`src/rtl/emblem_seq_ctrl.sv`:
```
`default_nettype none
// ============================================================================
// emblem_seq_ctrl : frame-synchronous slide/hold/blink/fade sequencer for the
//                   emblem overlay, plus brightness-clamped compositing.
// Revision 1.0
// ============================================================================
module emblem_seq_ctrl #(
    parameter int SLIDE_START   = 64,
    parameter int SLIDE_STEP    = 2,
    parameter int HOLD_FRAMES   = 120,
    parameter int BLINK_PERIOD  = 8,
    parameter int BLINK_TOGGLES = 6,
    parameter int FADE_FRAMES   = 4
) (
    input  logic       clk,
    input  logic       rst,
    input  logic       frame_tick,
    input  logic       start,
    input  logic       stop,
    input  logic       draw_in,
    input  logic [5:0] rgb_in,
    input  logic [5:0] bg_rgb,
    output logic [6:0] y_offset,
    output logic       draw_out,
    output logic [5:0] rgb_out,
    output logic       busy,
    output logic [2:0] state
);

    localparam int CNT_MAX_HB = (HOLD_FRAMES > BLINK_PERIOD) ? HOLD_FRAMES : BLINK_PERIOD;
    localparam int CNT_MAX    = (CNT_MAX_HB > FADE_FRAMES) ? CNT_MAX_HB : FADE_FRAMES;
    localparam int CNT_W      = $clog2(CNT_MAX + 1);
    localparam int TOG_W      = $clog2(BLINK_TOGGLES + 1);

    localparam logic [6:0]       SLIDE_INIT = 7'(SLIDE_START);
    localparam logic [7:0]       STEP8      = 8'(SLIDE_STEP);
    localparam logic [CNT_W-1:0] HOLD_LAST  = CNT_W'(HOLD_FRAMES);
    localparam logic [CNT_W-1:0] BLINK_LAST = CNT_W'(BLINK_PERIOD);
    localparam logic [CNT_W-1:0] FADE_LAST  = CNT_W'(FADE_FRAMES);
    localparam logic [TOG_W-1:0] TOG_LAST   = TOG_W'(BLINK_TOGGLES);

    typedef enum logic [2:0] {
        ST_IDLE  = 3'd0,
        ST_SLIDE = 3'd1,
        ST_HOLD  = 3'd2,
        ST_BLINK = 3'd3,
        ST_FADE  = 3'd4
    } state_t;

    state_t           state_q, state_d;
    logic [6:0]       y_offset_q, y_offset_d;
    logic [1:0]       level_q, level_d;
    logic             visible_q, visible_d;
    logic [CNT_W-1:0] cnt_q, cnt_d;
    logic [TOG_W-1:0] tog_q, tog_d;
    logic             start_pend_q, start_pend_d;
    logic             stop_pend_q, stop_pend_d;
    logic             draw_out_q, draw_out_d;
    logic [5:0]       rgb_out_q, rgb_out_d;

    logic             start_req;
    logic             stop_req;
    logic [7:0]       y_sub;
    logic [CNT_W-1:0] cnt_inc;
    logic [TOG_W-1:0] tog_inc;
    logic             show;

    function automatic logic [1:0] clamp2(input logic [1:0] c, input logic [1:0] l);
        return (c < l) ? c : l;
    endfunction

    // A request on the tick cycle itself is folded in so it is acted on immediately.
    assign start_req = start_pend_q | start;
    assign stop_req  = stop_pend_q | stop;
    assign y_sub     = {1'b0, y_offset_q} - STEP8;
    assign cnt_inc   = cnt_q + 1'b1;
    assign tog_inc   = tog_q + 1'b1;
    assign show      = draw_in & visible_q & (level_q != 2'd0);

    always_comb begin
        state_d      = state_q;
        y_offset_d   = y_offset_q;
        level_d      = level_q;
        visible_d    = visible_q;
        cnt_d        = cnt_q;
        tog_d        = tog_q;
        start_pend_d = frame_tick ? 1'b0 : start_req;
        stop_pend_d  = frame_tick ? 1'b0 : stop_req;

        if (frame_tick) begin
            if (stop_req && (state_q == ST_SLIDE || state_q == ST_HOLD || state_q == ST_BLINK)) begin
                state_d   = ST_FADE;
                visible_d = 1'b1;
                cnt_d     = '0;
            end else begin
                unique case (state_q)
                    ST_IDLE: begin
                        if (start_req && !stop_req) begin
                            state_d    = ST_SLIDE;
                            y_offset_d = SLIDE_INIT;
                            level_d    = 2'd3;
                            visible_d  = 1'b1;
                            cnt_d      = '0;
                            tog_d      = '0;
                        end
                    end
                    ST_SLIDE: begin
                        if (y_sub[7] || y_sub == 8'd0) begin
                            y_offset_d = '0;
                            state_d    = ST_HOLD;
                            cnt_d      = '0;
                        end else begin
                            y_offset_d = y_sub[6:0];
                        end
                    end
                    ST_HOLD: begin
                        if (cnt_inc == HOLD_LAST) begin
                            state_d = ST_BLINK;
                            cnt_d   = '0;
                            tog_d   = '0;
                        end else begin
                            cnt_d = cnt_inc;
                        end
                    end
                    ST_BLINK: begin
                        if (cnt_inc == BLINK_LAST) begin
                            cnt_d     = '0;
                            visible_d = ~visible_q;
                            tog_d     = tog_inc;
                            if (tog_inc == TOG_LAST) begin
                                state_d   = ST_FADE;
                                visible_d = 1'b1;
                            end
                        end else begin
                            cnt_d = cnt_inc;
                        end
                    end
                    ST_FADE: begin
                        if (cnt_inc == FADE_LAST) begin
                            cnt_d   = '0;
                            level_d = level_q - 2'd1;
                            if (level_q == 2'd1) begin
                                state_d    = ST_IDLE;
                                y_offset_d = '0;
                                visible_d  = 1'b0;
                            end
                        end else begin
                            cnt_d = cnt_inc;
                        end
                    end
                    default: state_d = ST_IDLE;
                endcase
            end
        end

        draw_out_d = show;
        rgb_out_d  = show ? {clamp2(rgb_in[5:4], level_q),
                             clamp2(rgb_in[3:2], level_q),
                             clamp2(rgb_in[1:0], level_q)} : bg_rgb;
    end

    always_ff @(posedge clk or posedge rst) begin
        if (rst) begin
            state_q      <= ST_IDLE;
            y_offset_q   <= '0;
            level_q      <= '0;
            visible_q    <= 1'b0;
            cnt_q        <= '0;
            tog_q        <= '0;
            start_pend_q <= 1'b0;
            stop_pend_q  <= 1'b0;
            draw_out_q   <= 1'b0;
            rgb_out_q    <= '0;
        end else begin
            state_q      <= state_d;
            y_offset_q   <= y_offset_d;
            level_q      <= level_d;
            visible_q    <= visible_d;
            cnt_q        <= cnt_d;
            tog_q        <= tog_d;
            start_pend_q <= start_pend_d;
            stop_pend_q  <= stop_pend_d;
            draw_out_q   <= draw_out_d;
            rgb_out_q    <= rgb_out_d;
        end
    end

    assign y_offset = y_offset_q;
    assign draw_out = draw_out_q;
    assign rgb_out  = rgb_out_q;
    assign state    = state_q;
    assign busy     = (state_q != ST_IDLE);

endmodule
`default_nettype wire

```
`config.mk`:
```
export PLATFORM = sky130hd
export DESIGN_NAME = emblem_seq_ctrl
export DESIGN_NICKNAME = d
export VERILOG_FILES = /design/src/rtl/emblem_seq_ctrl.sv
export SDC_FILE = /design/constraint.sdc
export NUM_CORES = 1
export LEC_CHECK = 0
export ABC_CLOCK_PERIOD_IN_PS = 2300
export BUFFER_PORTS_ARGS = -buffer_cell sky130_fd_sc_hd__buf_4
export CAP_MARGIN = 15
export CORE_MARGIN = 4
export CORE_UTILIZATION = 40
export CTS_BUF_LIST = sky130_fd_sc_hd__clkbuf_8
export CTS_CLUSTER_SIZE = 10
export DETAILED_ROUTE_END_ITERATION = 10
export PLACE_DENSITY = 0.62
export SYNTH_ARGS = -nofsm -noshare
export SYNTH_HDL_FRONTEND = slang
export SYNTH_SLANG_ARGS = --single-unit
export TNS_END_PERCENT = 30
```
`constraint.sdc`:
```
create_clock -name clk -period 2.3 [get_ports clk]
set_input_delay 0.345 -clock clk [delete_from_list [all_inputs] [get_ports clk]]
set_output_delay 0.345 -clock clk [all_outputs]
set_load 0.1 [all_outputs]
```
Word level (Yosys, flattened, before mapping):

Cells that the tools add are included.

* mux-type cells: 41
* add/subtract/negate cells: 4
* bitwise gates (word level): 6
* magnitude comparators: 3
* equality and inequality tests: 21
* reduce and logical (&&, ||, !) cells: 21

Operator list (number)
* $mux W7: 10
* $pmux W7 S5: 1
* $mux W3: 11
* $pmux W7 S3: 1
* $reduce_and A6 Y1: 3
* $pmux W3 S5: 1
* $ne A3 B1 Y1 const B: 4
* $mux W2: 5
* $ne A3 B3 Y1 const B: 3
* $pmux W3 S3: 1
* $reduce_bool A3 Y1: 3
* $logic_not A8 Y1: 1
* $mux W1: 8
* $reduce_and A8 Y1: 1
* $sub A7 B2 Y8 const B: 1
* $add A7 B1 Y7 const B: 1
* $eq A7 B3 Y1 const B: 1
* $eq A7 B4 Y1 const B: 1
* $eq A7 B7 Y1 const B: 1
* $eq A3 B2 Y1 const B: 2
* $eq A3 B3 Y1 const B: 2
* $lt A2 B2 Y1: 3
* $mux W6: 1
* $ne A2 B2 Y1 const B: 3
* other kinds (19): 27

* bits of input ports: 18
* logic and storage cells: 106
* register bits after elaboration: 32

Depth between registers and ports, before layout:

Gate-level depths: netlist of the first run.

* depth in word-level cells: 6
* gate-level depth with buffers: 9
* mapped depth without buffers: 8

Worst setup path after synthesis of the first run:

No wires, ideal clock.

* path kind: reg2reg
* start: reg state_q[2], in the netlist state[2]
* end: reg state_q[0], in the netlist state[0]
* cell stages (with the launch flop): 8
* data required time: 2.221 ns
* setup slack: -0.989 ns
* period minus slack after synthesis: 3.289 ns
* library setup time: 0.079 ns
* arrival time: 3.209 ns
* cells stage by stage: dfrtp_1 > clkbuf_1 > or3_1 > o21bai_1 > nand3_2 > or3b_4 > a2111o_1 > mux2i_1

* word-level cells in the longest chain between the ends: 6
* elaborated cells on any way between the ends: 18

RTL lines
* start, declared: RTL line 50 `state_t state_q, state_d;`
* start signal, assigned: RTL line 175 `state_q <= state_d;`
* $eq A3 B1 Y1 / $eq A3 B2 Y1 (equally long branches): RTL line 91, 96
* $logic_or A1 B1 Y1 (2 in a row): RTL line 91 `if (stop_req && (state_q == ST_SLIDE || state_q == ST_HOLD || state_q == ST_BLINK)) begin`
* $logic_and A1 B1 Y1: RTL line 91
* $ne A3 B3 Y1 (no source line) / $ne A3 B1 Y1 (equally long branches)
* $reduce_and A8 Y1 (no source line)

Parallel ways exist; a longest one is shown, timed or not.
A chain may end at the register's enable or synchronous reset.

Final worst setup path of the first run:

* start: reg cnt_q[0]
* end: reg state_q[0], in the netlist state[0]

* word-level cells in the longest chain between the ends: 4
* elaborated cells on any way between the ends: 8

RTL lines
* start, declared: RTL line 54 `logic [CNT_W-1:0] cnt_q, cnt_d;`
* start signal, assigned: RTL line 179 `cnt_q <= cnt_d;`
* $add A7 B1 Y7 *: RTL line 76 `assign cnt_inc = cnt_q + 1'b1;`
* $eq A7 B3 Y1, or another cell as far along: RTL line 139 `if (cnt_inc == FADE_LAST) begin`
* $ne A3 B3 Y1 (no source line) / $ne A3 B1 Y1 (equally long branches)
* $reduce_and A8 Y1 (no source line) *

Mark *: on every way between the ends. The rest lies on a longest branch, timed or not.

==> results of run 1 <==
cells in the final DEF (no fill, tap or decap), types with 4 or more instances in the layout:
master and count:
sky130_fd_sc_hd__o21ai_0 13, sky130_fd_sc_hd__o21ai_1 8, sky130_fd_sc_hd__o22ai_1 6, sky130_fd_sc_hd__inv_1 12, sky130_fd_sc_hd__and2_1 4, sky130_fd_sc_hd__nand2_1 30, sky130_fd_sc_hd__ha_1 11, sky130_fd_sc_hd__nor3_1 5
sky130_fd_sc_hd__dfrtp_1 25, sky130_fd_sc_hd__or3_1 4, sky130_fd_sc_hd__dfrtp_4 4, sky130_fd_sc_hd__a21oi_1 10, sky130_fd_sc_hd__buf_4 43, sky130_fd_sc_hd__nor2_1 26, sky130_fd_sc_hd__clkbuf_8 5, sky130_fd_sc_hd__nand3_1 5
sky130_fd_sc_hd__nor2b_1 4
critical path, stage by stage (launching register included):
cell and delay (ns):
sky130_fd_sc_hd__dfrtp_1 0.35, sky130_fd_sc_hd__ha_2 0.18, sky130_fd_sc_hd__or4b_4 0.48, sky130_fd_sc_hd__o31ai_4 0.22, sky130_fd_sc_hd__nand3_2 0.14, sky130_fd_sc_hd__or3b_4 0.43
sky130_fd_sc_hd__a2111o_1 0.29, sky130_fd_sc_hd__mux2i_1 0.12
where the power goes:
group / internal, mW / switching (mW)
Clock: 0.322 / 0.207
Combinational: 0.598 / 1.42
Sequential: 0.692 / 0.224
worst paths after layout:
kind	cells after the start	start	end
hold reg to reg	1	tog_q[2]	tog_q[2]
hold / removal	2	rst	y_offset[5]
setup / recovery	7	cnt_q[0]	state[0]
min in group clk	3	bg_rgb[1]	rgb_out[1]
max in group asynchronous	3	rst	cnt_q[3]
setup reg to reg	7	cnt_q[0]	state[0]
sequential cells by signal (all words and copies together) (netlist names):
| name | cells |
|---|---|
| cnt_q | 7 |
| draw_out | 1 |
| level_q | 2 |
| rgb_out | 6 |
| start_pend_q | 1 |
| state | 3 |
| stop_pend_q | 1 |
| tog_q | 3 |
| visible_q | 1 |
| y_offset | 6 |
metal layers:
metal  vias up  track usage, %  routed length (um)
met5         -               0                   0
met4         0           3.147                  35
met3         4           4.195                 271
met2        47           25.64                1990
met1       828           22.52                2269
li1        914               -                   -
timing repair:
action / CTS / global route
pin swaps: 0 / 2
setup buffers: 0 / 0
gates resized for setup: 1 / 3
setup endpoints to repair: 1 / 4
hold buffers: 0 / 0
stage by stage:
stage / instances / hold slack, ns
floorplan: 232 / 0.4114
global placement: 333 / 0.3661
detailed placement: 333 / 0.3716
CTS: 341 / 0.06639
global route: 341 / 0.08173
finish: 341 / 0.05622
layout make-up:
class                   count  area, sq um
clock buffers               5        68.82
fillers                   457         2250
repair buffers             43        322.8
inverters                  12        45.04
flip-flops and latches     31        793.3
multi-input cells         180         1179
well taps                  67        83.83
clock inverters             3        43.79
cells by family (layout without fill, tap and decap cells):
logic type	after synthesis	after routing	share of synthesized area, %
adder cells (fa/ha/maj)	12	12	7.509
XOR/XNOR	2	2	0.8763
buffers and inverters	21	63	4.130
AO/OA/AOI/OAI	66	66	22.59
multiplexers	3	3	1.564
other	1	1	0.1876
AND/OR/NAND/NOR	96	96	24.34
flip-flops	31	31	38.80
==> impl_metrics.xml, run 1 <==
<?xml version="1.0" encoding="UTF-8"?>
<metrics>
  <group name="setup_path">
    <metric name="cp_max_fo" unit="">6</metric>
    <metric name="timing.setup.critical_path_class" unit="">flop to flop</metric>
    <metric name="worst-r2r-setup-slack" unit="ns">0.008</metric>
    <metric name="critPathLaunchType" unit="">flop</metric>
    <metric name="worst_ep_arrival_time" unit="ns">2.49</metric>
    <metric name="critPathRequiredTime" unit="ns">2.50</metric>
    <metric name="crit_path_end_kind" unit="">flop</metric>
  </group>
  <group name="route">
    <metric name="drt_first_pass_iters" unit="">4</metric>
    <metric name="initial_drc_count" unit="">122</metric>
    <metric name="wl_per_cell" unit="um">13.39</metric>
    <metric name="post_route_drc" unit="">0</metric>
    <metric name="routed_via_density" unit="">5.258</metric>
    <metric name="antenna_violating_nets_post_route" unit="">0</metric>
    <metric name="postRouteWirelength" unit="mm">4.566</metric>
    <metric name="vias" unit="">1793</metric>
  </group>
  <group name="power_and_ir_drop">
    <metric name="power.total" unit="mW">3.461</metric>
    <metric name="total_leakage_power" unit="nW">1.153</metric>
    <metric name="power_density_relative_to_cell_area" unit="nW/um^2">1365</metric>
    <metric name="max_rail_drop_vdd" unit="mV">0.5513</metric>
  </group>
  <group name="timing">
    <metric name="fmaxAchievable" unit="MHz">436.2</metric>
    <metric name="min_period" unit="ns">2.292</metric>
    <metric name="setup_slack" unit="ns">0.007589</metric>
    <metric name="finClkSkew" unit="ns">0.003725</metric>
    <metric name="rsz0062_at_grt" unit="">yes</metric>
    <metric name="final_hold_viol_count" unit="">0</metric>
    <metric name="final.setup.tns" unit="ns">0</metric>
    <metric name="min_period_over_period" unit="%">99.67</metric>
    <metric name="final-max-slew-violation-count" unit="">0</metric>
    <metric name="total_of_endpoints_with_negative_setup_slack_in_the_final_report" unit="">0</metric>
  </group>
  <group name="logic_synthesis">
    <metric name="netlist.area_leader.share" unit="%">38.80</metric>
    <metric name="synth-main-ff-cell" unit="">sky130_fd_sc_hd__dfrtp_1</metric>
    <metric name="number_of_synthesized_flops_with_an_enable_pin" unit="">0</metric>
    <metric name="ys_types" unit="">50</metric>
    <metric name="yosysSeqAreaShare" unit="%">38.80</metric>
    <metric name="synth_seq_cells" unit="">31</metric>
    <metric name="yosys.area.top_type" unit="">sky130_fd_sc_hd__dfrtp_1</metric>
    <metric name="syn_nets" unit="">262</metric>
    <metric name="yosysMostFrequentCell" unit="">sky130_fd_sc_hd__dfrtp_1</metric>
    <metric name="synthTopCellsByCount" unit="">sky130_fd_sc_hd__dfrtp_1 (31), sky130_fd_sc_hd__nand2_1 (30), sky130_fd_sc_hd__nor2_1 (26)</metric>
    <metric name="synthArstFlopShare" unit="%">100.0</metric>
    <metric name="synth.top_cells.by_area" unit="">sky130_fd_sc_hd__dfrtp_1 (39%), sky130_fd_sc_hd__ha_1 (7.5%), sky130_fd_sc_hd__nand2_1 (5.6%), sky130_fd_sc_hd__nor2_1 (4.9%), sky130_fd_sc_hd__o21ai_0 (3.3%)</metric>
    <metric name="syn_inst" unit="">232</metric>
    <metric name="synth.avg_cell_area" unit="sq um">8.618</metric>
    <metric name="yosys_warnings" unit="">0</metric>
    <metric name="synth_area" unit="sq um">1999</metric>
  </group>
  <group name="grt">
    <metric name="antenna_found_initial" unit="">0</metric>
    <metric name="grt_start_max_net_pins" unit="">22</metric>
    <metric name="track_usage" unit="%">16.23</metric>
    <metric name="gr-total-overflow" unit="">0</metric>
    <metric name="global_route_wire_length_before_repair" unit="mm">8.148</metric>
    <metric name="first_global_vias" unit="">1748</metric>
  </group>
  <group name="clock_tree">
    <metric name="number_of_cts_inserted_buffers" unit="">5</metric>
    <metric name="clock_latency_reported_for_the_late_side_of_the_worst_skew_pair" unit="ns">0.28</metric>
    <metric name="ctsLongestPathBuffers" unit="">2</metric>
    <metric name="numClockSinks" unit="">31</metric>
    <metric name="cts-htree-levels" unit="">2</metric>
    <metric name="tritoncts" unit="">built</metric>
    <metric name="clockRootBuffer" unit="">sky130_fd_sc_hd__clkbuf_8</metric>
    <metric name="clk_pin_slew" unit="ns">0.07</metric>
  </group>
  <group name="finish">
    <metric name="layout.nets" unit="">303</metric>
    <metric name="final_core_util" unit="%">52.99</metric>
    <metric name="area_delta_synth_final" unit="%">26.85</metric>
    <metric name="drive_above_1_share" unit="%">25.91</metric>
    <metric name="finish.instance_area" unit="sq um">2536</metric>
    <metric name="antennaDiodeCount" unit="">0</metric>
  </group>
  <group name="floorplanning">
    <metric name="chipWidth" unit="um">78.70</metric>
    <metric name="fp.dieH" unit="um">78.70</metric>
    <metric name="num_rows" unit="">25</metric>
    <metric name="start_util" unit="%">41.78</metric>
    <metric name="floorplan.core_area" unit="sq um">4786</metric>
    <metric name="die-area" unit="sq um">6194</metric>
    <metric name="top_level_ports" unit="">36</metric>
  </group>
  <group name="worst_hold_path">
    <metric name="min-delay-path-class" unit="">input port to asynchronous set/reset pin</metric>
  </group>
  <group name="placed_design">
    <metric name="io_buffer_count" unit="">34</metric>
    <metric name="dpl_worst_slack" unit="ns">-0.02710</metric>
    <metric name="gp_congestion" unit="">0.8149</metric>
    <metric name="detailedPlacementHpwl" unit="mm">3.513</metric>
    <metric name="placed_area" unit="sq um">2404</metric>
  </group>
  <group name="status">
    <metric name="run_status" unit="">finished, final reports clean</metric>
  </group>
  <group name="run">
    <metric name="max_cap_viols" unit="">0</metric>
  </group>
</metrics>
Power figures use the tool's default switching activity.
==> run 2, diff against run 1 <==
- SETUP_SLACK_MARGIN: default -> 0.1
==> impl_metrics.xml, run 2 (synthesized netlist as in run 1, its figures left out) <==
<?xml version="1.0" encoding="UTF-8"?>
<metrics>
  <group name="status">
    <metric name="run_status" unit="">finished, violations left</metric>
    <metric name="violations" unit="">negative setup slack</metric>
  </group>
  <group name="timing">
    <metric name="min_period_over_period" unit="%">100.3</metric>
    <metric name="min_period" unit="ns">2.307</metric>
    <metric name="total_of_endpoints_with_negative_setup_slack_in_the_final_report" unit="">1</metric>
    <metric name="final_hold_viol_count" unit="">0</metric>
    <metric name="finClkSkew" unit="ns">0.006881</metric>
    <metric name="setup_slack" unit="ns">-0.007298</metric>
    <metric name="final.setup.tns" unit="ns">-0.007298</metric>
    <metric name="final-max-slew-violation-count" unit="">0</metric>
    <metric name="fmaxAchievable" unit="MHz">433.4</metric>
    <metric name="rsz0062_at_grt" unit="">yes</metric>
    <metric name="whs" unit="ns">0.05425</metric>
  </group>
  <group name="route">
    <metric name="vias" unit="">1850</metric>
    <metric name="antenna_violating_nets_post_route" unit="">0</metric>
    <metric name="drt_first_pass_iters" unit="">4</metric>
    <metric name="post_route_drc" unit="">0</metric>
    <metric name="routed_via_density" unit="">5.378</metric>
    <metric name="postRouteWirelength" unit="mm">4.715</metric>
    <metric name="wl_per_cell" unit="um">13.71</metric>
    <metric name="initial_drc_count" unit="">152</metric>
  </group>
  <group name="clock_tree">
    <metric name="number_of_cts_inserted_buffers" unit="">5</metric>
    <metric name="ctsLongestPathBuffers" unit="">2</metric>
    <metric name="cts-htree-levels" unit="">2</metric>
    <metric name="clk_pin_slew" unit="ns">0.07</metric>
    <metric name="clock_latency_reported_for_the_late_side_of_the_worst_skew_pair" unit="ns">0.28</metric>
    <metric name="tritoncts" unit="">built</metric>
    <metric name="cts-hold-fix-buffers" unit="">0</metric>
    <metric name="clockRootBuffer" unit="">sky130_fd_sc_hd__clkbuf_8</metric>
    <metric name="numClockSinks" unit="">31</metric>
  </group>
  <group name="finish">
    <metric name="final_core_util" unit="%">53.31</metric>
    <metric name="layout.cells.most_common_list" unit="">sky130_fd_sc_hd__buf_4 (46), sky130_fd_sc_hd__nand2_1 (30), sky130_fd_sc_hd__nor2_1 (26), sky130_fd_sc_hd__dfrtp_1 (26), sky130_fd_sc_hd__inv_1 (14)</metric>
    <metric name="largest-register" unit="">cnt_q</metric>
    <metric name="layout.nets" unit="">306</metric>
    <metric name="antennaDiodeCount" unit="">0</metric>
    <metric name="drive_above_1_share" unit="%">25.99</metric>
    <metric name="area_delta_synth_final" unit="%">27.60</metric>
    <metric name="final_common_cell" unit="">sky130_fd_sc_hd__buf_4</metric>
    <metric name="number_of_flip_flops_under_the_largest_register_name" unit="">7</metric>
  </group>
  <group name="grt">
    <metric name="first_global_vias" unit="">1826</metric>
    <metric name="grt_start_max_net_pins" unit="">22</metric>
    <metric name="track_usage" unit="%">17.26</metric>
    <metric name="gr-total-overflow" unit="">0</metric>
    <metric name="global_route_wire_length_before_repair" unit="mm">8.590</metric>
    <metric name="antenna_found_initial" unit="">0</metric>
  </group>
  <group name="floorplanning">
    <metric name="fp.dieH" unit="um">78.70</metric>
    <metric name="chipWidth" unit="um">78.70</metric>
    <metric name="die-area" unit="sq um">6194</metric>
    <metric name="top_level_ports" unit="">36</metric>
    <metric name="num_rows" unit="">25</metric>
    <metric name="start_util" unit="%">41.78</metric>
    <metric name="floorplan.core_area" unit="sq um">4786</metric>
  </group>
  <group name="setup_path">
    <metric name="cp_max_fo" unit="">5</metric>
    <metric name="crit_path_end_kind" unit="">flop</metric>
    <metric name="worst_ep_arrival_time" unit="ns">2.51</metric>
    <metric name="timing.setup.critical_path_class" unit="">flop to flop</metric>
    <metric name="critPathLaunchType" unit="">flop</metric>
    <metric name="worst-r2r-setup-slack" unit="ns">-0.007</metric>
    <metric name="critPathRequiredTime" unit="ns">2.50</metric>
  </group>
  <group name="power_and_ir_drop">
    <metric name="p_int" unit="mW">1.532</metric>
    <metric name="pwr-share-comb" unit="%">61.0</metric>
    <metric name="max_rail_drop_vdd" unit="mV">0.5557</metric>
    <metric name="sw_share" unit="%">55.11</metric>
    <metric name="seq_power_share" unit="%">27.1</metric>
    <metric name="netSwitchingPower" unit="mW">1.881</metric>
    <metric name="total_leakage_power" unit="nW">1.171</metric>
    <metric name="power.total" unit="mW">3.413</metric>
    <metric name="p_clk_share" unit="%">11.9</metric>
    <metric name="power_density_relative_to_cell_area" unit="nW/um^2">1338</metric>
  </group>
  <group name="placed_design">
    <metric name="io_buffer_count" unit="">34</metric>
    <metric name="detailedPlacementHpwl" unit="mm">3.480</metric>
    <metric name="gp_congestion" unit="">0.8143</metric>
  </group>
  <group name="run">
    <metric name="max_cap_viols" unit="">0</metric>
  </group>
  <group name="worst_hold_path">
    <metric name="min-delay-path-class" unit="">input port to asynchronous set/reset pin</metric>
  </group>
</metrics>
-- run 2: path summary, 6_finish.rpt --
path | from | to | cells past startpoint
max in group asynchronous | rst | cnt_q[2] | 3
worst max-delay path | cnt_q[0] | state[0] | 7
worst min register to register | tog_q[2] | tog_q[2] | 1
worst max register to register | cnt_q[0] | state[0] | 7
worst min-delay path | rst | y_offset[5] | 2
min in group clk | bg_rgb[1] | rgb_out[1] | 3
-- run 2: metrics by stage --
stage	cells	setup slack, ns	cell area [sq um]
after floorplan	232	0.007275	2044
after global placement	333	0.06884	2404
after detailed placement	333	-0.02072	2404
after CTS	341	-0.007712	2492
after global routing	344	-0.1468	2551
final	344	-0.007298	2551
-- run 2: what timing repair did --
item,in CTS,in global routing
endpoints found under the setup margin,3,12
pin swaps,2,3
cloned,0,0
gates resized for setup,1,5
setup buffers,0,3
-- run 2: layout make-up --
| cell class | instances | area [sq um] |
|---|---|---|
| fill | 476 | 2235 |
| clock inverter | 3 | 12.51 |
| clock buffer | 5 | 68.82 |
| sequential | 31 | 792.0 |
| multi-input combinational | 180 | 1204 |
| timing repair buffer | 46 | 345.3 |
| inverter | 12 | 45.04 |
| tap | 67 | 83.83 |
-- run 2: critical path: stages (launching register included) --
cell and delay, ns:
sky130_fd_sc_hd__dfrtp_1 0.36, sky130_fd_sc_hd__ha_2 0.18, sky130_fd_sc_hd__or4b_4 0.48, sky130_fd_sc_hd__o31ai_4 0.21, sky130_fd_sc_hd__nand3_2 0.14, sky130_fd_sc_hd__or3b_4 0.43
sky130_fd_sc_hd__a2111o_1 0.30, sky130_fd_sc_hd__mux2i_1 0.12
-- run 2: power by group through the flow --
stage | registers, mW | logic, mW | clock network (mW)
floorplan | 1.49 | 0.994 | 0
global route | 0.960 | 2.25 | 0.446
global placement | 0.921 | 1.98 | 0
CTS | 0.915 | 2.01 | 0.422
finish | 0.924 | 2.08 | 0.405
detailed placement | 0.924 | 1.99 | 0
-- run 2: per-layer routing --
metal / share of wire [%] / vias up / track usage, %
met5: 0 / - / 0
met2: 42 / 51 / 25.89
met1: 50 / 871 / 24.41
li1: - / 922 / -
met3: 6.3 / 6 / 4.422
met4: 1.3 / 0 / 5.070
